===== config.mk =====
export PLATFORM = sky130hd
export DESIGN_NAME = store_buffer
export DESIGN_NICKNAME = d
export VERILOG_FILES = /design/src/rtl/store_buffer.sv
export SDC_FILE = /design/constraint.sdc
export NUM_CORES = 1
export LEC_CHECK = 0
export CELL_PAD_IN_SITES_DETAIL_PLACEMENT = 0
export CELL_PAD_IN_SITES_GLOBAL_PLACEMENT = 1
export CORE_MARGIN = 3
export CORE_UTILIZATION = 50
export CTS_CLUSTER_SIZE = 8
export DETAILED_ROUTE_END_ITERATION = 8
export DONT_BUFFER_PORTS = 1
export GPL_TIMING_DRIVEN = 0
export PLACE_DENSITY_LB_ADDON = 0.25
export SYNTH_ARGS = -nofsm -noshare
export SYNTH_HDL_FRONTEND = slang
export SYNTH_SLANG_ARGS = --single-unit

===== constraint.sdc =====
create_clock -name clock -period 4.42 [get_ports clock]
set_input_delay 0.442 -clock clock [delete_from_list [all_inputs] [get_ports clock]]
set_output_delay 0.442 -clock clock [all_outputs]
set_load 0.005 [all_outputs]

===== src/rtl/store_buffer.sv =====
// In-order store buffer between the store RS, the ROB commit port and the
// data-memory write port. Stores wait here until committed, then drain
// oldest-first over a req/ack handshake with byte-lane formatting.
// Optional feature: define STORE_FORWARD_EN to build the store-to-load
// forwarding search and the ld_* ports.
module store_buffer #(
  parameter int unsigned DEPTH       = 4,
  parameter logic [5:0]  INVALID_ROB = 6'b010000
) (
  input  logic        clock,
  input  logic        reset,
  input  logic        storeEnable,
  input  logic [31:0] data1_in,
  input  logic [31:0] data2_in,
  input  logic [5:0]  robNum_in,
  input  logic [2:0]  subType_in,
  output logic        full,
  output logic        ack_valid,
  output logic [5:0]  ack_rob,
  input  logic        commitValid,
  input  logic [5:0]  commitRob,
  input  logic        flush,
  output logic        mem_req,
  output logic [31:0] mem_addr,
  output logic [31:0] mem_wdata,
  output logic [3:0]  mem_be,
  input  logic        mem_ack
`ifdef STORE_FORWARD_EN
  ,
  input  logic [31:0] ld_addr,
  output logic        ld_hit,
  output logic [31:0] ld_data,
  output logic        ld_stall
`endif
);

  localparam int unsigned PtrW = (DEPTH > 1) ? $clog2(DEPTH) : 1;
  localparam int unsigned CntW = PtrW + 1;

  typedef enum logic [0:0] {StIdle, StWait} state_e;

  state_e state_q;

  logic [DEPTH-1:0] valid_q, valid_d;
  logic [DEPTH-1:0] cmt_q, cmt_d, cmt_eff;
  logic [5:0]       rob_q  [DEPTH];
  logic [31:0]      addr_q [DEPTH];
  logic [31:0]      data_q [DEPTH];
  logic [2:0]       sub_q  [DEPTH];

  logic [PtrW-1:0] head_q, head_d, tail_q, tail_d;
  logic [CntW-1:0] count_q, count_d, keep_cnt;

  logic        push, pop;
  logic [31:0] hd_addr, hd_data;
  logic [3:0]  lane_be;
  logic [31:0] lane_wdata;

  // full comes from the registered count only, so a same-cycle pop never frees a slot
  assign full = (count_q == CntW'(DEPTH));
  assign push = storeEnable && !full && !flush;
  assign pop  = (state_q == StWait) && mem_ack;

  // Commit flags including this cycle's commit, so a flush in the same cycle keeps it
  always_comb begin
    cmt_eff = cmt_q;
    for (int i = 0; i < DEPTH; i++) begin
      if (commitValid && valid_q[i] && (rob_q[i] == commitRob)) cmt_eff[i] = 1'b1;
    end
  end

  // Number of entries that survive a flush (committed prefix, including in-flight head)
  always_comb begin
    keep_cnt = '0;
    for (int i = 0; i < DEPTH; i++) begin
      if (valid_q[i] && cmt_eff[i]) keep_cnt = keep_cnt + CntW'(1);
    end
  end

  // Next-state for valid/commit flags and the head/tail/count bookkeeping
  always_comb begin
    valid_d = valid_q;
    cmt_d   = cmt_eff;
    head_d  = head_q;
    tail_d  = tail_q;
    count_d = count_q;
    if (pop) begin
      valid_d[head_q] = 1'b0;
      cmt_d[head_q]   = 1'b0;
      head_d          = head_q + PtrW'(1);
    end
    if (flush) begin
      valid_d = valid_d & cmt_eff;
      cmt_d   = cmt_d & valid_d;
      // Survivors start at the old head, so the new tail sits just past them
      tail_d  = head_q + keep_cnt[PtrW-1:0];
      count_d = pop ? (keep_cnt - CntW'(1)) : keep_cnt;
    end else begin
      if (push) begin
        valid_d[tail_q] = 1'b1;
        cmt_d[tail_q]   = 1'b0;
        tail_d          = tail_q + PtrW'(1);
      end
      count_d = count_q + CntW'(push) - CntW'(pop);
    end
  end

  // Buffer state, entry payload and the push acknowledge
  always_ff @(posedge clock or negedge reset) begin
    if (!reset) begin
      valid_q   <= '0;
      cmt_q     <= '0;
      head_q    <= '0;
      tail_q    <= '0;
      count_q   <= '0;
      ack_valid <= 1'b0;
      ack_rob   <= INVALID_ROB;
      for (int i = 0; i < DEPTH; i++) begin
        rob_q[i]  <= '0;
        addr_q[i] <= '0;
        data_q[i] <= '0;
        sub_q[i]  <= '0;
      end
    end else begin
      valid_q   <= valid_d;
      cmt_q     <= cmt_d;
      head_q    <= head_d;
      tail_q    <= tail_d;
      count_q   <= count_d;
      ack_valid <= push;
      ack_rob   <= push ? robNum_in : INVALID_ROB;
      if (push) begin
        rob_q[tail_q]  <= robNum_in;
        addr_q[tail_q] <= data2_in;
        data_q[tail_q] <= data1_in;
        sub_q[tail_q]  <= subType_in;
      end
    end
  end

  // Byte-lane formatting of the head entry
  always_comb begin
    hd_addr    = addr_q[head_q];
    hd_data    = data_q[head_q];
    lane_be    = 4'b0000;
    lane_wdata = hd_data;
    case (sub_q[head_q])
      3'b000: begin
        lane_be    = 4'b0001 << hd_addr[1:0];
        lane_wdata = {4{hd_data[7:0]}};
      end
      3'b001: begin
        lane_be    = hd_addr[1] ? 4'b1100 : 4'b0011;
        lane_wdata = {2{hd_data[15:0]}};
      end
      3'b010: begin
        lane_be    = 4'b1111;
        lane_wdata = hd_data;
      end
      // Unknown sizes drain with no lanes enabled
      default: begin
        lane_be    = 4'b0000;
        lane_wdata = hd_data;
      end
    endcase
  end

  // Drain FSM: launch a committed head, hold mem_* until the memory acks
  always_ff @(posedge clock or negedge reset) begin
    if (!reset) begin
      state_q   <= StIdle;
      mem_req   <= 1'b0;
      mem_addr  <= '0;
      mem_wdata <= '0;
      mem_be    <= '0;
    end else begin
      case (state_q)
        StIdle: begin
          if (valid_q[head_q] && cmt_q[head_q]) begin
            mem_addr  <= {hd_addr[31:2], 2'b00};
            mem_wdata <= lane_wdata;
            mem_be    <= lane_be;
            mem_req   <= 1'b1;
            state_q   <= StWait;
          end
        end
        StWait: begin
          if (mem_ack) begin
            mem_req <= 1'b0;
            state_q <= StIdle;
          end
        end
        default: state_q <= StIdle;
      endcase
    end
  end

`ifdef STORE_FORWARD_EN
  logic [PtrW-1:0] fwd_idx;
  logic            unused_ld;
  assign unused_ld = ^ld_addr[1:0];

  // Walk oldest to youngest so the last word match (youngest) decides the result
  always_comb begin
    ld_hit   = 1'b0;
    ld_stall = 1'b0;
    ld_data  = '0;
    fwd_idx  = '0;
    for (int k = 0; k < DEPTH; k++) begin
      fwd_idx = head_q + PtrW'(k);
      if (valid_q[fwd_idx] && (addr_q[fwd_idx][31:2] == ld_addr[31:2])) begin
        if (sub_q[fwd_idx] == 3'b010) begin
          ld_hit   = 1'b1;
          ld_stall = 1'b0;
          ld_data  = data_q[fwd_idx];
        end else begin
          ld_hit   = 1'b0;
          ld_stall = 1'b1;
          ld_data  = '0;
        end
      end
    end
  end
`endif

endmodule


==> results.md, run 1 <==
* Remaining DRCs at 0
* Tcrit/Tclk final at 79.4%
* Post-cts resize count at 0
* Fin. Hold Viols at 382
* CP delay by family, top: simple AND/OR/NAND/NOR gates
* Initial detailed-routing violation count at 525
* GR Util All Layers at 23.1%
* Clock Latency Late Sink at 0.57 ns
* Commonest cells in the netlist: dfrtp_1 (381), mux2_2 (227), nand2_1 (179)
* Top FF cell, synth: dfrtp_1
* WS Path Type: register to register
* Max-Cap Viols at 0
* Worst hold slack at -0.420 ns
* Worst-Margin Slew at 1.51 ns
* IO Port Bufs at 0
* Reg area at 9560 um^2
* RSZ-0062 raised after global routing: no
* Outcome: finished, violations left
* Worst slack, placed at 0.888 ns
* Die height at 190 um
* Crit path time final at 3.51 ns
* YS warnings at 0
* CTS Buffer Depth at 3
* Fin Setup TNS at 0 ns
* Total buffers and inverters traversed by the critical path at 1
* Routed vias at 10100
* Register area share after synthesis at 56.5%
* Crit-path max FO at 5
* Nets at 1430
* Hold WC Path Type: primary input to async pin
* Critical Path AT at 3.96 ns
* Worst Clk Skew at 0.0164 ns
* Critical path endpoint category: register
* ANT nets after route at 0
* Row cnt at 66
* Routed wire length at 40800 um
* Final Wtd Congestion at 0.789
* Utilization after layout at 59.6%
* Post-synth ARST share at 100%
* Reg clk slew, reported paths at 0.05 ns
* Area contributors post-synth: dfrtp_1 (56%), mux2_2 (15%), mux4_2 (8.9%)
* Die area at 36100 um^2
* Most used cell, CP: ha_1
* Clock Root Buffer: clkbuf_16
* Max_slew headroom at -0.822%
* # placed instances at 1642
* Largest net degree at the start of global routing at 383
* Failing checks: hold timing, slew limit
* Final worst slack at 0.910 ns
* Pleak at 8.70 nW
* Sink Count at 382
* Fillers at 2588
* Max-slew violation count at 46
* Count leader, synth: dfrtp_1
* Post-Layout Cell Count at 1782
* Crit path launch type: register
* Area Growth Syn to Fin at 16.1%
* Share of the synthesized area in the top cell type at 56.4%
* Post-synth EDFFs at 0
* Initial antenna violation count at 1
* CTS H-tree depth at 2
* CTS Buf Count at 53
* Core Region at 32900 um^2
* Vias per std cell at 5.66
* Ports at 162
* Synth unique cells at 53
* Crit-path max cell delay at 0.50 ns
* DRT Pass-1 Iters at 5
* Max Fclk at 0.285 GHz
* Most area-hungry cell type in the Yosys netlist: dfrtp_1
* Postcts setup bufs at 0
* Worst vdd ir at 0.329 mV
* R2R setup slack at 0.91 ns
* Total gr overflow at 0
* Initial core utilization at 51.3%
* PwrDens at 759 nW/um^2
* CP required at 4.87 ns
* Syn Std Cell Area at 16900 um^2
* Wire per inst at 22.9 um
* Synthesized area per cell at 14.1 um^2
* CTS tree: done
* Vias in the first global route at 11000
* Layout cells sized above 1 at 28.8%
* Final setup fails at 0
* Cell count after synthesis at 1199
* #FFs+latches synth at 382
* First-pass GRT wire length at 64100 um
* Critical path's slowest cell: nor4_1
* Die W at 190 um
* Worst path cell trace: xnor2_1, nand3_1, nor4_1, a21o_1, ha_1, xor2_2, inv_1, ha_1, mux2_4, or4_1, a31o_1
* Area occupied by multi-input gates at 7000 um^2
* Detail Placement HPWL at 26600 um
## logic make-up after synthesis
group	Yosys count	synth area share (%)
adder cells (fa/ha/maj)	17	1.30
XOR/XNOR	35	1.90
buffers and inverters	86	2.12
multiplexers	388	30.1
other	1	0.0222
AO/OA/AOI/OAI	64	2.45
AND/OR/NAND/NOR	226	5.60
flip-flops	382	56.5
## power by group
group          internal (mW)  total, mW  leakage (nW)  switching [mW]
combinational           2.74       5.18          3.32            2.45
clock                   2.21       3.61         0.700            1.41
sequential              5.17       6.10          4.68           0.929
total                   10.1       14.9          8.70            4.78
## worst register-to-register path: stages, from the launching register on
cell and delay [ns]:
dfrtp_1 0.40, xnor2_1 0.19, nand3_1 0.10, nor4_1 0.50, a21o_1 0.20, ha_1 0.33
xor2_2 0.28, inv_1 0.07, ha_1 0.34, mux2_4 0.29, or4_1 0.46, a31o_1 0.23
## cell type report
type	instances	share of cell area, %
diodes	1	0.0127
inverters	16	0.306
clock inverters	1	0.0446
well taps	442	2.82
multi-input cells	732	35.7
clock buffers	65	7.25
flip-flops and latches	382	48.7
repair buffers	73	3.72
plain buffers	70	1.52
## repair_timing
item / in CTS / in global routing
endpoints found under the setup margin: 0 / 0
hold endpoints to repair: 526 / 394
hold buffers: 64 / 9
## state kept, by name, indices dropped and copies added, names as in the netlist, 6 cells and up
signal / count
ack_rob: 6
mem_wdata: 32
sub_q: 12
rob_q: 24
data_q: 128
mem_addr: 30
addr_q: 128
## placed cells by master, fill, tap and decap left out, types with 17 or more instances in the layout
master / n
mux2_2: 227
mux4_2: 67
clkbuf_1: 48
o21ai_1: 38
dlygate4sd3_1: 73
xor2_1: 17
mux2_1: 66
nand2_1: 179
dfrtp_1: 381
mux2i_1: 27
buf_2: 22
clkbuf_16: 55
## layer usage
layer / share of wire (%) / vias to the layer above / routed length (um) / global-route usage [%]
met3: 6.5 / 58 / 2640 / 6.98
li1: - / 4503 / - / -
met2: 49 / 192 / 19800 / 37.6
met1: 43 / 5334 / 17500 / 30.7
met5: 0 / - / 0 / 0
met4: 1.9 / 0 / 788 / 5.54
## final timing paths
path,end,cells after the start,startpoint
setup / recovery,count_q[2]$_DFF_PN0_,11,rob_q[21]$_DFFE_PN0P_
hold / removal,mem_addr[16]$_DFFE_PN0P_,0,reset
setup reg to reg,count_q[2]$_DFF_PN0_,11,rob_q[21]$_DFFE_PN0P_
hold reg to reg,addr_q[35]$_DFFE_PN0P_,1,addr_q[35]$_DFFE_PN0P_
max in group asynchronous,data_q[47]$_DFFE_PN0P_,0,reset
min in group clock,data_q[62]$_DFFE_PN0P_,1,data1_in[30]
## metrics by stage
stage	hold slack, ns	area, um^2	power [mW]
after CTS	-0.441	19500	15.0
after global placement	0.161	17500	11.1
after detailed placement	0.161	17500	11.3
final	-0.420	19600	14.9
after global routing	-0.455	19600	15.8
after floorplan	0.146	16900	9.87
No activity file was read; power rests on OpenSTA's default activity.
==> run 2: changes to the inputs <==
==> constraint.sdc (replaced) <==
create_clock -name clock -period 3.5 [get_ports clock]
set_input_delay 0.35 -clock clock [delete_from_list [all_inputs] [get_ports clock]]
set_output_delay 0.35 -clock clock [all_outputs]
set_load 0.005 [all_outputs]
==> results.md, run 2 (synthesis gave the netlist of run 1 again) <==
* CTS H-tree depth at 2 (unchanged)
* Max-slew violation count at 106 (was 46)
* CP required at 3.95 ns (was 4.87 ns)
* Seq pwr share at 40.9% (was 41.0%)
* Reg clk slew, reported paths at 0.05 ns (about the same)
* Largest net degree at the start of global routing at 383 (unchanged)
* Initial detailed-routing violation count at 444 (was 525)
* Max Fclk at 0.302 GHz (was 0.285 GHz)
* Pleak at 8.73 nW (was 8.70 nW)
* Routed wire length at 39700 um (was 40800 um)
* Row cnt at 66 (unchanged)
* Nets at 1435 (was 1430)
* Wire per inst at 22.2 um (was 22.9 um)
* Routed vias at 10000 (was 10100)
* WS Path Type: register to register (unchanged)
* Commonest cells after routing, fill and taps aside: dfrtp_1 (381), mux2_2 (227), nand2_1 (179) (unchanged)
* Failing checks: hold timing, slew limit (unchanged)
* Outcome: finished, violations left (unchanged)
* Max_slew headroom at -2.47% (was -0.822%)
* Hold WC Path Type: primary input to async pin (unchanged)
* Final Total Pwr at 18.8 mW (was 14.9 mW)
* Clock Root Buffer: clkbuf_16 (unchanged)
* Die height at 190 um (unchanged)
* Crit-path max FO at 5 (unchanged)
* Ports at 162 (unchanged)
* Die W at 190 um (unchanged)
* Switching Share at 32.1% (about the same)
* Final setup fails at 0 (unchanged)
* Most common cell after layout, fill and taps aside: dfrtp_1 (unchanged)
* Initial core utilization at 51.3% (unchanged)
* Remaining DRCs at 0 (unchanged)
* Final Wtd Congestion at 0.789 (unchanged)
* Critical Path AT at 3.76 ns (was 3.96 ns)
* Tcrit/Tclk final at 94.5% (was 79.4%)
* Worst-Margin Slew at 1.54 ns (was 1.51 ns)
* Vias per std cell at 5.60 (was 5.66)
* Vias in the first global route at 11000 (about the same)
* Fin Setup TNS at 0 ns (unchanged)
* Fin. Hold Viols at 382 (unchanged)
* P_sw at 6.04 mW (was 4.78 mW)
* CTS Buf Count at 53 (unchanged)
* Die area at 36100 um^2 (unchanged)
* Sink Count at 382 (unchanged)
* Core Region at 32900 um^2 (unchanged)
* Total gr overflow at 0 (unchanged)
* CTS Buffer Depth at 3 (unchanged)
* Worst Clk Skew at 0.0137 ns (was 0.0164 ns)
* First-pass GRT wire length at 63300 um (was 64100 um)
* Crit-path max cell delay at 0.47 ns (was 0.50 ns)
* Detail Placement HPWL at 26600 um (unchanged)
* Cts-stage hold buffer count at 76 (was 64)
* Utilization after layout at 59.8% (was 59.6%)
* Worst path cell trace: xnor2_1, nand3_1, nor3_1, a41oi_2, nand2b_4, inv_1, ha_1, xor2_2, inv_1, ha_1, mux2_4, or4_1, a31o_1 (was xnor2_1, nand3_1, nor4_1, a21o_1, ha_1, xor2_2, inv_1, ha_1, mux2_4, or4_1, a31o_1)
* Clock Latency Late Sink at 0.57 ns (about the same)
* PwrDens at 955 nW/um^2 (was 759 nW/um^2)
* Worst vdd ir at 0.413 mV (was 0.329 mV)
* Internal power component at 12.8 mW (was 10.1 mW)
* DRT Pass-1 Iters at 4 (was 5)
* Initial antenna violation count at 3 (was 1)
* Critical path's slowest cell: or4_1 (was nor4_1)
* Worst hold slack at -0.509 ns (was -0.420 ns)
* Biggest regs: addr_q (128), data_q (128), mem_wdata (32) (unchanged)
* CTS tree: done (unchanged)
* Crit path launch type: register (unchanged)
* Critical path endpoint category: register (unchanged)
* Crit path time final at 3.31 ns (was 3.51 ns)
* Gate power share at 34.9% (was 34.8%)
* IO Port Bufs at 0 (unchanged)
* GR Util All Layers at 22.7% (was 23.1%)
* Clock power share at 24.2% (was 24.3%)
* Max-Cap Viols at 0 (unchanged)
* ANT nets after route at 0 (unchanged)
* Layout cells sized above 1 at 29.0% (was 28.8%)
* Area Growth Syn to Fin at 16.5% (was 16.1%)
==> run 2: path summary, 6_finish.rpt <==
kind	slack, ns	from	cells after the start	to
worst min register to register	0.48	addr_q[92]$_DFFE_PN0P_	1	addr_q[92]$_DFFE_PN0P_
min in group clock	0.06	flush	3	tail_q[1]$_DFFE_PN0P_
worst min-delay path	-0.51	reset	0	mem_addr[16]$_DFFE_PN0P_
worst max-delay path	0.19	rob_q[13]$_DFFE_PN0P_	13	count_q[2]$_DFF_PN0_
max in group asynchronous	2.78	reset	0	mem_be[3]$_DFFE_PN0P_
worst max register to register	0.19	rob_q[13]$_DFFE_PN0P_	13	count_q[2]$_DFF_PN0_
==> run 2: metrics by stage <==
step | instances | worst slack [ns] | instance area [um^2]
global placement | 1642 | 0.0490 | 17500
CTS | 1784 | 0.00848 | 19700
finish | 1788 | 0.194 | 19700
detailed placement | 1642 | 0.0260 | 17500
global route | 1788 | -0.0000484 | 19700
floorplan | 1200 | 0.384 | 16900
==> run 2: layout make-up <==
type | count | area (um^2)
antenna | 2 | 5.00
buffer | 70 | 298
clock buffer | 65 | 1420
clock inverter | 1 | 8.76
fill | 2570 | 13200
inverter | 16 | 60.1
multi-input combinational | 732 | 7030
sequential | 382 | 9560
tap | 442 | 553
timing repair buffer | 78 | 776
==> run 2: power by group through the flow <==
stage	Sequential, mW	Combinational, mW	Clock, mW
6_report	7.70	6.56	4.55
5_1_grt	7.98	7.21	4.85
4_1_cts	7.71	6.65	4.66
3_5_place_dp	7.77	6.52	0
3_3_place_gp	7.66	6.36	0
2_1_floorplan	7.34	5.12	0
==> run 2: repair_timing <==
| item | in CTS | in global routing |
|---|---|---|
| endpoints found under the hold margin | 682 | 382 |
| endpoints found under the setup margin | 0 | 1 |
| gates resized for setup | 0 | 3 |
| setup buffers | 0 | 2 |
==> run 2: per-layer routing <==
metal / share of wire [%] / GRT usage, %
met5: 0.033 / 0
met4: 1.7 / 5.15
met3: 6.4 / 6.71
met2: 49 / 37.2
met1: 43 / 30.1
==> run 2: critical path: cells and delay by family, from the launching register on <==
kind            cells  cell delay, ns
simple gates        4            0.97
fa+ha+maj           2            0.64
compound gates      2            0.43
flops               1            0.38
xor+xnor            2            0.35
mux                 1            0.29
buf+inv             2            0.15
